--- src/rtl/mult_hi_lo_unit.sv ---
// ---------------------------------------------------------------------------
// mult_hi_lo_unit
//
// Iterative signed WIDTH x WIDTH shift-and-add multiplier that owns the
// architectural HI/LO register pair. A start pulse from the decoder
// (hi_lo_write) launches a multiply on the two register-file operands. The
// unit works on magnitudes and fixes the sign in one final cycle.
//
// Handshake: start is only looked at while the unit is idle (busy = 0). A
// start seen in that state is accepted on that clock edge. A start seen while
// busy is dropped and is not queued. When the result is written, done pulses
// for one cycle with busy already low, so a new start can be accepted in that
// same cycle.
//
// Ports:
//   clk        in   single clock, rising edge
//   rst_n      in   synchronous active-low reset
//   start      in   begin a multiply (sampled only in IDLE)
//   op_a       in   WIDTH  multiplicand (rs), two's complement
//   op_b       in   WIDTH  multiplier (rt), two's complement
//   sel_hi_lo  in   1 = read HI, 0 = read LO
//   busy       out  registered, high exactly in CALC and SIGN
//   done       out  one-cycle pulse after HI/LO were updated
//   hi_lo_out  out  WIDTH  combinational sel_hi_lo ? hi : lo
//   hi, lo     out  WIDTH  architectural HI/LO registers
//
// Configuration macro:
//   MULT_EARLY_TERM_EN  when defined, CALC ends as soon as the shifted
//                       multiplier is zero. Results are unchanged and only
//                       latency shrinks. When undefined, CALC always runs
//                       WIDTH iterations.
// ---------------------------------------------------------------------------
module mult_hi_lo_unit #(
    parameter int WIDTH = 32
) (
    input  logic             clk,
    input  logic             rst_n,
    input  logic             start,
    input  logic [WIDTH-1:0] op_a,
    input  logic [WIDTH-1:0] op_b,
    input  logic             sel_hi_lo,
    output logic             busy,
    output logic             done,
    output logic [WIDTH-1:0] hi_lo_out,
    output logic [WIDTH-1:0] hi,
    output logic [WIDTH-1:0] lo
);

    localparam int CW = (WIDTH > 1) ? $clog2(WIDTH) : 1;
    localparam logic [CW-1:0]      LAST_ITER = CW'(WIDTH - 1);
    localparam logic [CW-1:0]      ONE_C     = CW'(1);
    localparam logic [WIDTH-1:0]   ONE_W     = WIDTH'(1);
    localparam logic [2*WIDTH-1:0] ONE_2W    = (2*WIDTH)'(1);

    typedef enum logic [1:0] {
        S_IDLE = 2'd0,
        S_CALC = 2'd1,
        S_SIGN = 2'd2
    } state_t;

    state_t             state;
    state_t             state_next;

    logic [2*WIDTH-1:0] acc;
    logic [2*WIDTH-1:0] mcand;
    logic [WIDTH-1:0]   mplier;
    logic [CW-1:0]      cnt;
    logic               neg;

    logic [WIDTH-1:0]   a_mag;
    logic [WIDTH-1:0]   b_mag;
    logic [WIDTH-1:0]   mplier_shift;
    logic [2*WIDTH-1:0] result;
    logic               last_iter;

    // |x| of the most negative value wraps back to 2^(WIDTH-1). That value
    // is exactly the right unsigned magnitude, so it needs no special case.
    assign a_mag = op_a[WIDTH-1] ? (~op_a + ONE_W) : op_a;
    assign b_mag = op_b[WIDTH-1] ? (~op_b + ONE_W) : op_b;

    assign result    = neg ? (~acc + ONE_2W) : acc;
    assign hi_lo_out = sel_hi_lo ? hi : lo;

    // Next-state logic
    always_comb begin
        state_next   = state;
        mplier_shift = mplier >> 1;
        last_iter    = (cnt == LAST_ITER);
`ifdef MULT_EARLY_TERM_EN
        // Once no multiplier bits remain, further iterations add nothing.
        last_iter    = last_iter || (mplier_shift == '0);
`endif
        case (state)
            S_IDLE:  if (start)     state_next = S_CALC;
            S_CALC:  if (last_iter) state_next = S_SIGN;
            S_SIGN:                 state_next = S_IDLE;
            default:                state_next = S_IDLE;
        endcase
    end

    // State and datapath registers
    always_ff @(posedge clk) begin
        if (!rst_n) begin
            state  <= S_IDLE;
            acc    <= '0;
            mcand  <= '0;
            mplier <= '0;
            cnt    <= '0;
            neg    <= 1'b0;
            hi     <= '0;
            lo     <= '0;
            busy   <= 1'b0;
            done   <= 1'b0;
        end else begin
            state <= state_next;
            // busy is registered from the next state so that it is high
            // exactly while the FSM sits in CALC or SIGN.
            busy  <= (state_next != S_IDLE);
            done  <= 1'b0;
            case (state)
                S_IDLE: begin
                    if (start) begin
                        mcand  <= {{WIDTH{1'b0}}, a_mag};
                        mplier <= b_mag;
                        neg    <= op_a[WIDTH-1] ^ op_b[WIDTH-1];
                        acc    <= '0;
                        cnt    <= '0;
                    end
                end
                S_CALC: begin
                    if (mplier[0]) begin
                        acc <= acc + mcand;
                    end
                    mcand  <= mcand << 1;
                    mplier <= mplier_shift;
                    cnt    <= cnt + ONE_C;
                end
                S_SIGN: begin
                    {hi, lo} <= result;
                    done     <= 1'b1;
                end
                default: ;
            endcase
        end
    end

endmodule

--- config.mk ---
export PLATFORM = sky130hd
export DESIGN_NAME = mult_hi_lo_unit
export DESIGN_NICKNAME = d
export VERILOG_FILES = /design/src/rtl/mult_hi_lo_unit.sv
export SDC_FILE = /design/constraint.sdc
export NUM_CORES = 1
export LEC_CHECK = 0
export CORE_MARGIN = 2
export CORE_UTILIZATION = 52
export CTS_CLUSTER_DIAMETER = 120
export DETAILED_ROUTE_END_ITERATION = 12
export PLACE_DENSITY = 0.78
export SLEW_MARGIN = 20
export SYNTH_ARGS = -nofsm -noshare
export SYNTH_HDL_FRONTEND = slang
export SYNTH_SLANG_ARGS = --single-unit
export TNS_END_PERCENT = 20
--- constraint.sdc ---
create_clock -name clk -period 3.5 [get_ports clk]
set_clock_uncertainty 0.2 [all_clocks]
set_input_delay 0.7 -clock clk [delete_from_list [all_inputs] [get_ports clk]]
set_output_delay 0.7 -clock clk [all_outputs]
set_load 0.01 [all_outputs]
-- Word-level counts from Yosys, hierarchy flattened
Cells that the tools add are included.
- flip-flop bits (word level): 234
- bits in latches: 0
- bits in writable memories: 0
- memory bits (read-only): 0
- input port bits: 68
- output and inout bits: 98
- word-level logic and storage cells: 47
- memories: 0
- add/subtract/negate cells: 5
- multipliers: 0
- divide/modulo/power cells: 0
- order comparisons: 0
- equal/unequal tests: 5
- shift operators: 0
- mux-type cells: 17
- bitwise gates (word level): 4
- reductions and logical operators: 6
- operators with widths (operator ; number):
    $mux 64 ; 4
    $pmux 64 s2 ; 2
    $mux 32 ; 4
    $add 32x1->32 const B ; 2
    $add 64x1->64 const B ; 1
    $add 64x64->64 ; 1
    $not 32->32 ; 2
    $not 64->64 ; 1
    $pmux 32 s2 ; 1
    $pmux 5 s2 ; 1
    $add 5x1->5 const B ; 1
    $eq 5x5->1 const B ; 1
    $mux 5 ; 1
    $mux 2 ; 2
    $ne 2x2->1 const B ; 2
    $pmux 2 s2 ; 1
    $reduce_and 2->1 ; 2
    $reduce_bool 2->1 ; 2
    $reduce_and 3->1 ; 1
    $eq 2x1->1 const B ; 1
    $eq 2x2->1 const B ; 1
    $logic_not 2->1 ; 1
    $mux 1 ; 1
    $xor 1x1->1 ; 1

-- Longest topological paths before layout
Gate-level depths: netlist of run 1.
- depth after elaboration: 5
- gate-level depth with buffers: 13
- mapped depth without buffers: 13

-- Least setup slack after synthesis of run 1
OpenSTA, ideal clock, no wires.
- path kind: input port to flip-flop
- start: in op_a[1]
- end: reg mcand[28]
- library setup time: 0.128 ns
- data arrival time: 3.152 ns
- required time: 3.172 ns
- path slack: 0.020 ns
- stages on the path: 12
- cell sequence: inv_1 ha_1 or4b_1 or4_1 or3_1 or2_1 inv_1 nand2_1 o31ai_2 xnor2_1 a222oi_1 nor2_1
- longest elaborated chain between the ends: 5
- ends and longest elaborated chain (element ; RTL line ; RTL):
    from (decl) ; 39 ; input logic [WIDTH-1:0] op_a,
    $not 32->32 ; 78 ; assign a_mag = op_a[WIDTH-1] ? (~op_a + ONE_W) : op_a;
    $add 32x1->32 ; 78 ;
    $mux 32 ; 78 ;
    $mux 64 ; 122 ; if (start) begin
    $pmux 64 s2 ; 120 ; case (state)
    to (signal assigned) ; 123 ; mcand <= {{WIDTH{1'b0}}, a_mag};
    to (signal assigned) ; 134 ; mcand <= mcand << 1;
    to (decl) ; 65 ; logic [2*WIDTH-1:0] mcand;
No other way between the ends. The select of a mux whose other input is x is not followed.
A chain may end at the register's enable or synchronous reset.

-- Final worst setup path of run 1
- start: reg acc[6]
- end: reg hi[31]
- longest elaborated chain between the ends: 3
- ends and longest elaborated chain (element ; RTL line ; RTL):
    from (decl) ; 64 ; logic [2*WIDTH-1:0] acc;
    from (signal assigned) ; 132 ; acc <= acc + mcand;
    $not 64->64 ; 81 ; assign result = neg ? (~acc + ONE_2W) : acc;
    $add 64x1->64 ; 81 ;
    $mux 64 ; 81 ;
    to (signal assigned) ; 139 ; {hi, lo} <= result;
    to (decl) ; 45 ; output logic [WIDTH-1:0] hi,
No other way between the ends.

==> reports/qor.csv, run 1 <==
metric,value,unit
H-tree levels,1,
Worst path max stage delay,0.56,ns
Simple-Gate Fraction of Synth Area,0.182,
final instance area,18700,sq um
pin count of the biggest net entering global routing,102,
final WL,44400,microns
max_cap viols,0,
synth-to-layout area growth,26.6,%
#FFs+latches synth,234,
kind of critical path,flop to flop,
WP data arrival,3.66,ns
Internal Power,4.67,mW
Mapped Area,14800,sq um
worst-margin pin slew,0.888,ns
worst-path cell chain,buf_6 -> or4_4 -> nor4_4 -> nand4_2 -> or3b_4 -> nor4_4 -> nand3_2 -> or2_4 -> o31ai_4 -> xor2_1 -> o21ai_1,
critical-path maximum fanout,6,
Synth Area in Compound Gates,0.272,
CTS Hold Buffers Added,0,
top post-synthesis cells by area,"dfxtp_1 (32%), nor2_1 (6.2%), xnor2_1 (5.9%)",
CORE AREA,27900,sq um
final worst-path cycle share,0.982,
synth warn,0,
GR Overflow Total,0,
P_sw,1.66,mW
multi-input logic area,9610,sq um
clk_lat worst skew,0.54,ns
Reg area,4690,sq um
die width,172,microns
initial antenna violation count,1,
"area leader, netlist",dfxtp_1,
register area share after synthesis,0.318,
share of the synthesized area in the top cell type,0.318,
crit start category,flop,
Top Metal Used,met4,
synthesized area per cell,8.11,sq um
share of cells above drive strength 1,0.144,
dpl cell area,17700,sq um
antenna cells,0,
TritonCTS clock tree,done,
"Req. time, crit path",3.72,ns
total CTS buffers,26,
Peak supply drop,0.000335,V
most frequent cell on the critical path,nor4_4,
fraction of synthesized area in multiplexers,0.0258,
num rows,61,
min-delay worst type,flop to flop,
via-per-instance ratio,6.06,
root buffer cell,clkbuf_16,
number of global-route vias before repair,13600,
DRC viols,0,
Metal-1 WL,19900,microns
die height,172,microns
Cell Pwr Density,339,nW/um^2
Clock Power Share,0.429,
Final Core Density,0.671,
Crit-path slowest cell,or4_4,
Sequential Power Share,0.439,
minimum clock period,3.44,ns
maximum root-to-sink buffer count,3,
first drt pass iteration count,8,
DRT iter0 DRCs,1476,
Worst-path clk slew,0.06,ns
postcts setup bufs,0,
Post-synth EDFFs,0,
number of port buffers,165,
synthesized-area fraction occupied by adder cells,0.0590,
Pwr Total,6.33,mW
status,finished clean,
Net Sw Frac,0.262,
post-synthesis cell type count,77,
XOR/XNOR Fraction of Synth Area,0.102,
fmax,0.291,GHz
most used flip-flop cell after synthesis,dfxtp_1,
final net count,2181,
dpl hpwl,33800,microns
crit path buf inv count,1,
fin. max-slew vios,0,
io pins,166,
Fin. Hold Viols,0,
met3 wire length,3570,microns
Pleak,7.52,nW
number of fill cells,2285,
combinational group share of total power,0.132,
starting density of the core,0.530,
via count,14800,
clk sinks,234,
Max-Slew Margin vs Limit,0.407,
async set or reset register ratio after synthesis,0,
GRT Overall Usage,0.288,
Worst setup EP type,flop,
RSZ-0062 raised after global routing,true,
Final setup viols,0,
Top Family by Delay on Critical Path,simple AND/OR/NAND/NOR gates,
met2 WL,20000,microns
Synth Net Count,1957,
largest family of logic cells by synthesized area,compound AO/OA/AOI/OAI gates,
ANT nets after route,0,
WL per Instance,18.2,microns
first-pass GRT wire length,69600,microns
RePlAce Congestion,0.992,
Syn Inst Count,1820,
DIE AREA,29700,sq um
-- per-layer routing --
layer  GRT usage  vias to the layer above
li1            -                     7198
met1       0.396                     6984
met2       0.474                      533
met3      0.0449                       62
met4      0.0643                        0
met5           0                        -
-- synth_stat cells (14+ instances only) --
master and n:
a222oi_1 59, inv_1 32, nand4_1 25, a22oi_1 61, o31ai_1 42, o41ai_1 15
a21o_1 38, nand2_1 153, clkbuf_1 119, o21bai_1 14, a211oi_1 54, xnor2_1 100
nand2b_1 15, or3_1 17, ha_1 68, or4_1 20, nor2_1 244, o21ai_0 113
a21oi_1 107, nor3_1 16, dfxtp_1 234, xor2_1 72, nand3_1 17, mux2_2 32
-- worst paths after layout --
check	startpoint	end	slack, ns	cells past startpoint
setup / recovery	acc[6]	hi[31]	0.06	11
hold / removal	lo[28]	lo[28]	0.27	2
setup reg to reg	acc[6]	hi[31]	0.06	11
hold reg to reg	lo[28]	lo[28]	0.27	2
-- layout by cell type, fill, tap and decap left out, types with 61 or more instances in the layout --
| cell | instances |
|---|---|
| nor2_1 | 243 |
| dfxtp_1 | 231 |
| xnor2_1 | 100 |
| a22oi_1 | 61 |
| nand2_1 | 152 |
| o21ai_0 | 105 |
| clkdlybuf4s50_1 | 161 |
| xor2_1 | 72 |
| buf_4 | 153 |
| ha_1 | 67 |
| a21oi_1 | 105 |
-- cell type report --
class | instances | share of cell area
clock inverters | 14 | 0.00737
clock buffers | 31 | 0.0375
flip-flops and latches | 234 | 0.251
multi-input cells | 1424 | 0.514
inverters | 32 | 0.00670
repair buffers | 326 | 0.158
well taps | 378 | 0.0253
-- cells by family (layout without fill, tap and decap cells) --
family	after synthesis	in the layout
AOI/OAI and AO/OA	576	576
xor gates and xnor gates	172	172
adders and majority gates	69	69
buffers and inverters	162	403
DFF	234	234
muxes	34	34
and+or+nand+nor	573	573
-- state kept, by name, summed over array words and instances, names as in the netlist, 2 cells and up --
register,count
lo,32
cnt,5
state,2
mcand,64
hi,32
mplier,32
acc,64
-- worst register-to-register path, delay by kind of cell (launching register included) --
family | cells | cell delay [ns]
AOI/OAI and AO/OA | 2 | 0.25
xor gates and xnor gates | 1 | 0.20
buffers and inverters | 1 | 0.13
DFF | 1 | 0.33
and+or+nand+nor | 7 | 2.22
-- power by group through the flow --
stage	registers, mW	logic (mW)	clock network (mW)
after global placement	2.84	0.793	0
after CTS	2.78	0.816	2.75
after global routing	2.79	0.904	2.86
final	2.78	0.833	2.72
after floorplan	2.81	0.515	0
after detailed placement	2.84	0.814	0
-- repair_timing --
item	CTS	global route
endpoints found under the setup margin	7	32
gates resized for setup	6	36
pin swaps	2	12
-- per-stage QoR --
step | cells | hold WS, ns | setup TNS (ns) | setup slack (ns)
CTS | 2439 | 0.273 | -0.0231 | -0.0231
finish | 2439 | 0.272 | 0 | 0.0625
global placement | 2394 | 0.249 | -7.34 | -0.539
global route | 2439 | 0.287 | -0.353 | -0.0947
detailed placement | 2394 | 0.266 | -10.05 | -0.647
floorplan | 1820 | 0.266 | 0 | 0.0203
Note: power is estimated with default switching activity, not from simulation.
==> run 2, diff against run 1 <==
--- a/config.mk
+++ b/config.mk
@@ -5,11 +5,12 @@
 export SDC_FILE = /design/constraint.sdc
 export NUM_CORES = 1
 export LEC_CHECK = 0
+export ABC_AREA = 1
 export CORE_MARGIN = 2
-export CORE_UTILIZATION = 52
+export CORE_UTILIZATION = 54
 export CTS_CLUSTER_DIAMETER = 120
 export DETAILED_ROUTE_END_ITERATION = 12
-export PLACE_DENSITY = 0.78
+export PLACE_DENSITY = 0.79
 export SLEW_MARGIN = 20
 export SYNTH_ARGS = -nofsm -noshare
 export SYNTH_HDL_FRONTEND = slang
==> run 2 against run 1 <==
Against the previous run: first-iteration DRC count rose by 19%; clock-buffer cell count rose by 13; sequential power barely moved; combinational power rose by 6.7%; worst setup slack improved by 0.50 ns; fmax rose by 17%; sequential share of layout area fell by 3.2 points; sequential cell count did not move; die area rose by 19%; clock power rose by 11%; critical path depth fell by 7.
==> reports/qor.csv, run 2 <==
metric,value,unit,change
status,finished clean,,
WL per Instance,16.8,microns,-7.6%
max_cap viols,0,,unchanged
Worst-path clk slew,0.05,ns,about the same
min-delay worst type,flop to flop,,
"commonest non-fill, non-tap cell in the layout",nand2_1,,
TritonCTS clock tree,done,,
fmax,0.341,GHz,+17%
starting density of the core,0.548,,+0.0185
Max-Slew Margin vs Limit,0.355,,-0.0514
synthesized-area fraction occupied by adder cells,0.0474,,-0.0116
total CTS buffers,29,,+12%
clk sinks,234,,unchanged
synthesized area per cell,5.68,sq um,-30%
biggest regs,"acc: 64 flops, mcand: 64 flops",,
async set or reset register ratio after synthesis,0,,unchanged
crit start category,input port,,
root buffer cell,clkbuf_16,,
number of global-route vias before repair,19300,,+42%
ANT nets after route,0,,unchanged
kind of critical path,input port to output port,,
number of port buffers,165,,unchanged
first drt pass iteration count,7,,-1
WP data arrival,2.04,ns,-1.62 ns
Commonest cells post-synth,"nand2_1 (1084), inv_1 (521), nor2_1 (286), a21oi_1 (262), nand3_1 (262)",,
pin count of the biggest net entering global routing,102,,unchanged
synth warn,0,,unchanged
XOR/XNOR Fraction of Synth Area,0.0195,,-0.0826
first-pass GRT wire length,101000,microns,+46%
DRT iter0 DRCs,1751,,+19%
Final setup viols,0,,unchanged
Cell Pwr Density,313,nW/um^2,-7.7%
CORE AREA,33500,sq um,+20%
#FFs+latches synth,234,,unchanged
top post-synthesis cells by area,"dfxtp_1 (25%), nand2_1 (22%), inv_1 (11%)",,
io pins,166,,unchanged
reg2reg start,mcand[0],,
Worst Hold Launch,cnt[3],,
GRT Overall Usage,0.354,,+0.0669
Synth Net Count,3372,,+72%
final net count,3494,,+60%
number of fill cells,3306,,+45%
final WL,64300,microns,+45%
GR Overflow Total,0,,unchanged
critical-path maximum fanout,23,,+17
most frequent cells in the layout,"nand2_1 (1084), inv_1 (521), nor2_1 (284)",,
share of cells above drive strength 1,0.0417,,-0.102
post_cts resized,0,,-6
via-per-instance ratio,5.49,,-9.3%
post-synthesis cell type count,47,,-39%
DIE AREA,35500,sq um,+19%
setup TNS,0,ns,unchanged
Post-synth EDFFs,0,,unchanged
register area share after synthesis,0.255,,-0.0626
largest family of logic cells by synthesized area,simple AND/OR/NAND/NOR gates,,
CTS Hold Buffers Added,0,,unchanged
die height,188,microns,+9.3%
setup ws final,0.563,ns,+0.501 ns
most used flip-flop cell after synthesis,dfxtp_1,,
Worst setup EP type,output port,,
RSZ-0062 raised after global routing,false,,
postcts setup bufs,0,,unchanged
num rows,67,,+9.8%
"Req. time, crit path",2.60,ns,-1.12 ns
Pleak,10.8,nW,+44%
Fin. Hold Viols,0,,unchanged
synth-to-layout area growth,16.7,%,
via count,21000,,+42%
DRC viols,0,,unchanged
Syn Inst Count,3235,,+78%
pre-CTS WS,0.516,ns,+1.16 ns
Critical Path Start,sel_hi_lo,,
H-tree levels,1,,unchanged
worst-margin pin slew,0.964,ns,+0.0757 ns
antenna cells,0,,unchanged
die width,188,microns,+9.3%
RePlAce Congestion,1.06,,+6.6%
top-count cell post-synth,nand2_1,,
"area leader, netlist",dfxtp_1,,
WHS,0.265,ns,-0.00667 ns
clk_lat worst skew,0.57,ns,+0.03 ns
final worst-path cycle share,0.839,,-0.143
dpl hpwl,50900,microns,+51%
maximum root-to-sink buffer count,3,,unchanged
initial antenna violation count,0,,-1
share of the synthesized area in the top cell type,0.255,,-0.0626
fraction of synthesized area in multiplexers,0.00368,,-0.0221
Peak supply drop,0.000468,V,+40%
Mapped Area,18400,sq um,+25%
minimum clock period,2.94,ns,-0.501 ns
Synth Area in Compound Gates,0.142,,-0.130
fin. max-slew vios,0,,unchanged
Simple-Gate Fraction of Synth Area,0.402,,+0.220
==> run 2: layout make-up <==
cell class,instances,area [sq um],area share
Inverter,531,2000,0.0932
Clock inverter,8,123,0.00572
Timing Repair Buffer,192,1920,0.0897
Tap cell,448,561,0.0261
Sequential cell,234,4690,0.219
Multi-Input combinational cell,2369,11300,0.528
Clock buffer,44,822,0.0383
==> run 2: path summary, 6_finish.rpt <==
kind	cells past startpoint	slack [ns]	to
worst max-delay path	4	0.56	hi_lo_out[3]
worst min-delay path	2	0.26	cnt[3]
worst max register to register	14	0.65	acc[44]
worst min register to register	2	0.26	cnt[3]
==> run 2: per-layer routing <==
metal	global-route usage	routed length [microns]
met1	0.463	27600
met2	0.588	28400
met3	0.0592	5710
met4	0.129	2510
met5	0	0
==> run 2: through the flow <==
stage          area, sq um  total power, mW  utilization  cells
6_report             21400             6.71        0.639   3826
2_1_floorplan        18400             3.39            -   3235
4_1_cts              21400             6.73        0.639   3826
3_3_place_gp         20500             3.70        0.611   3774
5_1_grt              21400             6.94        0.639   3826
3_5_place_dp         20500             3.72        0.611   3774
==> run 2: logic make-up after synthesis <==
group,count (synthesis)
simple gates,1775
buf+inv,632
compound gates,478
flops,234
fa+ha+maj,69
xor+xnor,41
mux,6
==> run 2: critical path, cell delays in order <==
cell             delay, ns
buf_2                 0.30
buf_12                0.21
mux2_2                0.34
clkdlybuf4s50_1       0.47
==> run 2: power breakdown <==
group	total, mW	switching, mW	leakage [nW]	internal (mW)
Clock	3.02	1.20	0.450	1.83
Combinational	0.889	0.572	8.46	0.318
Sequential	2.79	0.0633	1.90	2.73
Total	6.71	1.83	10.8	4.88
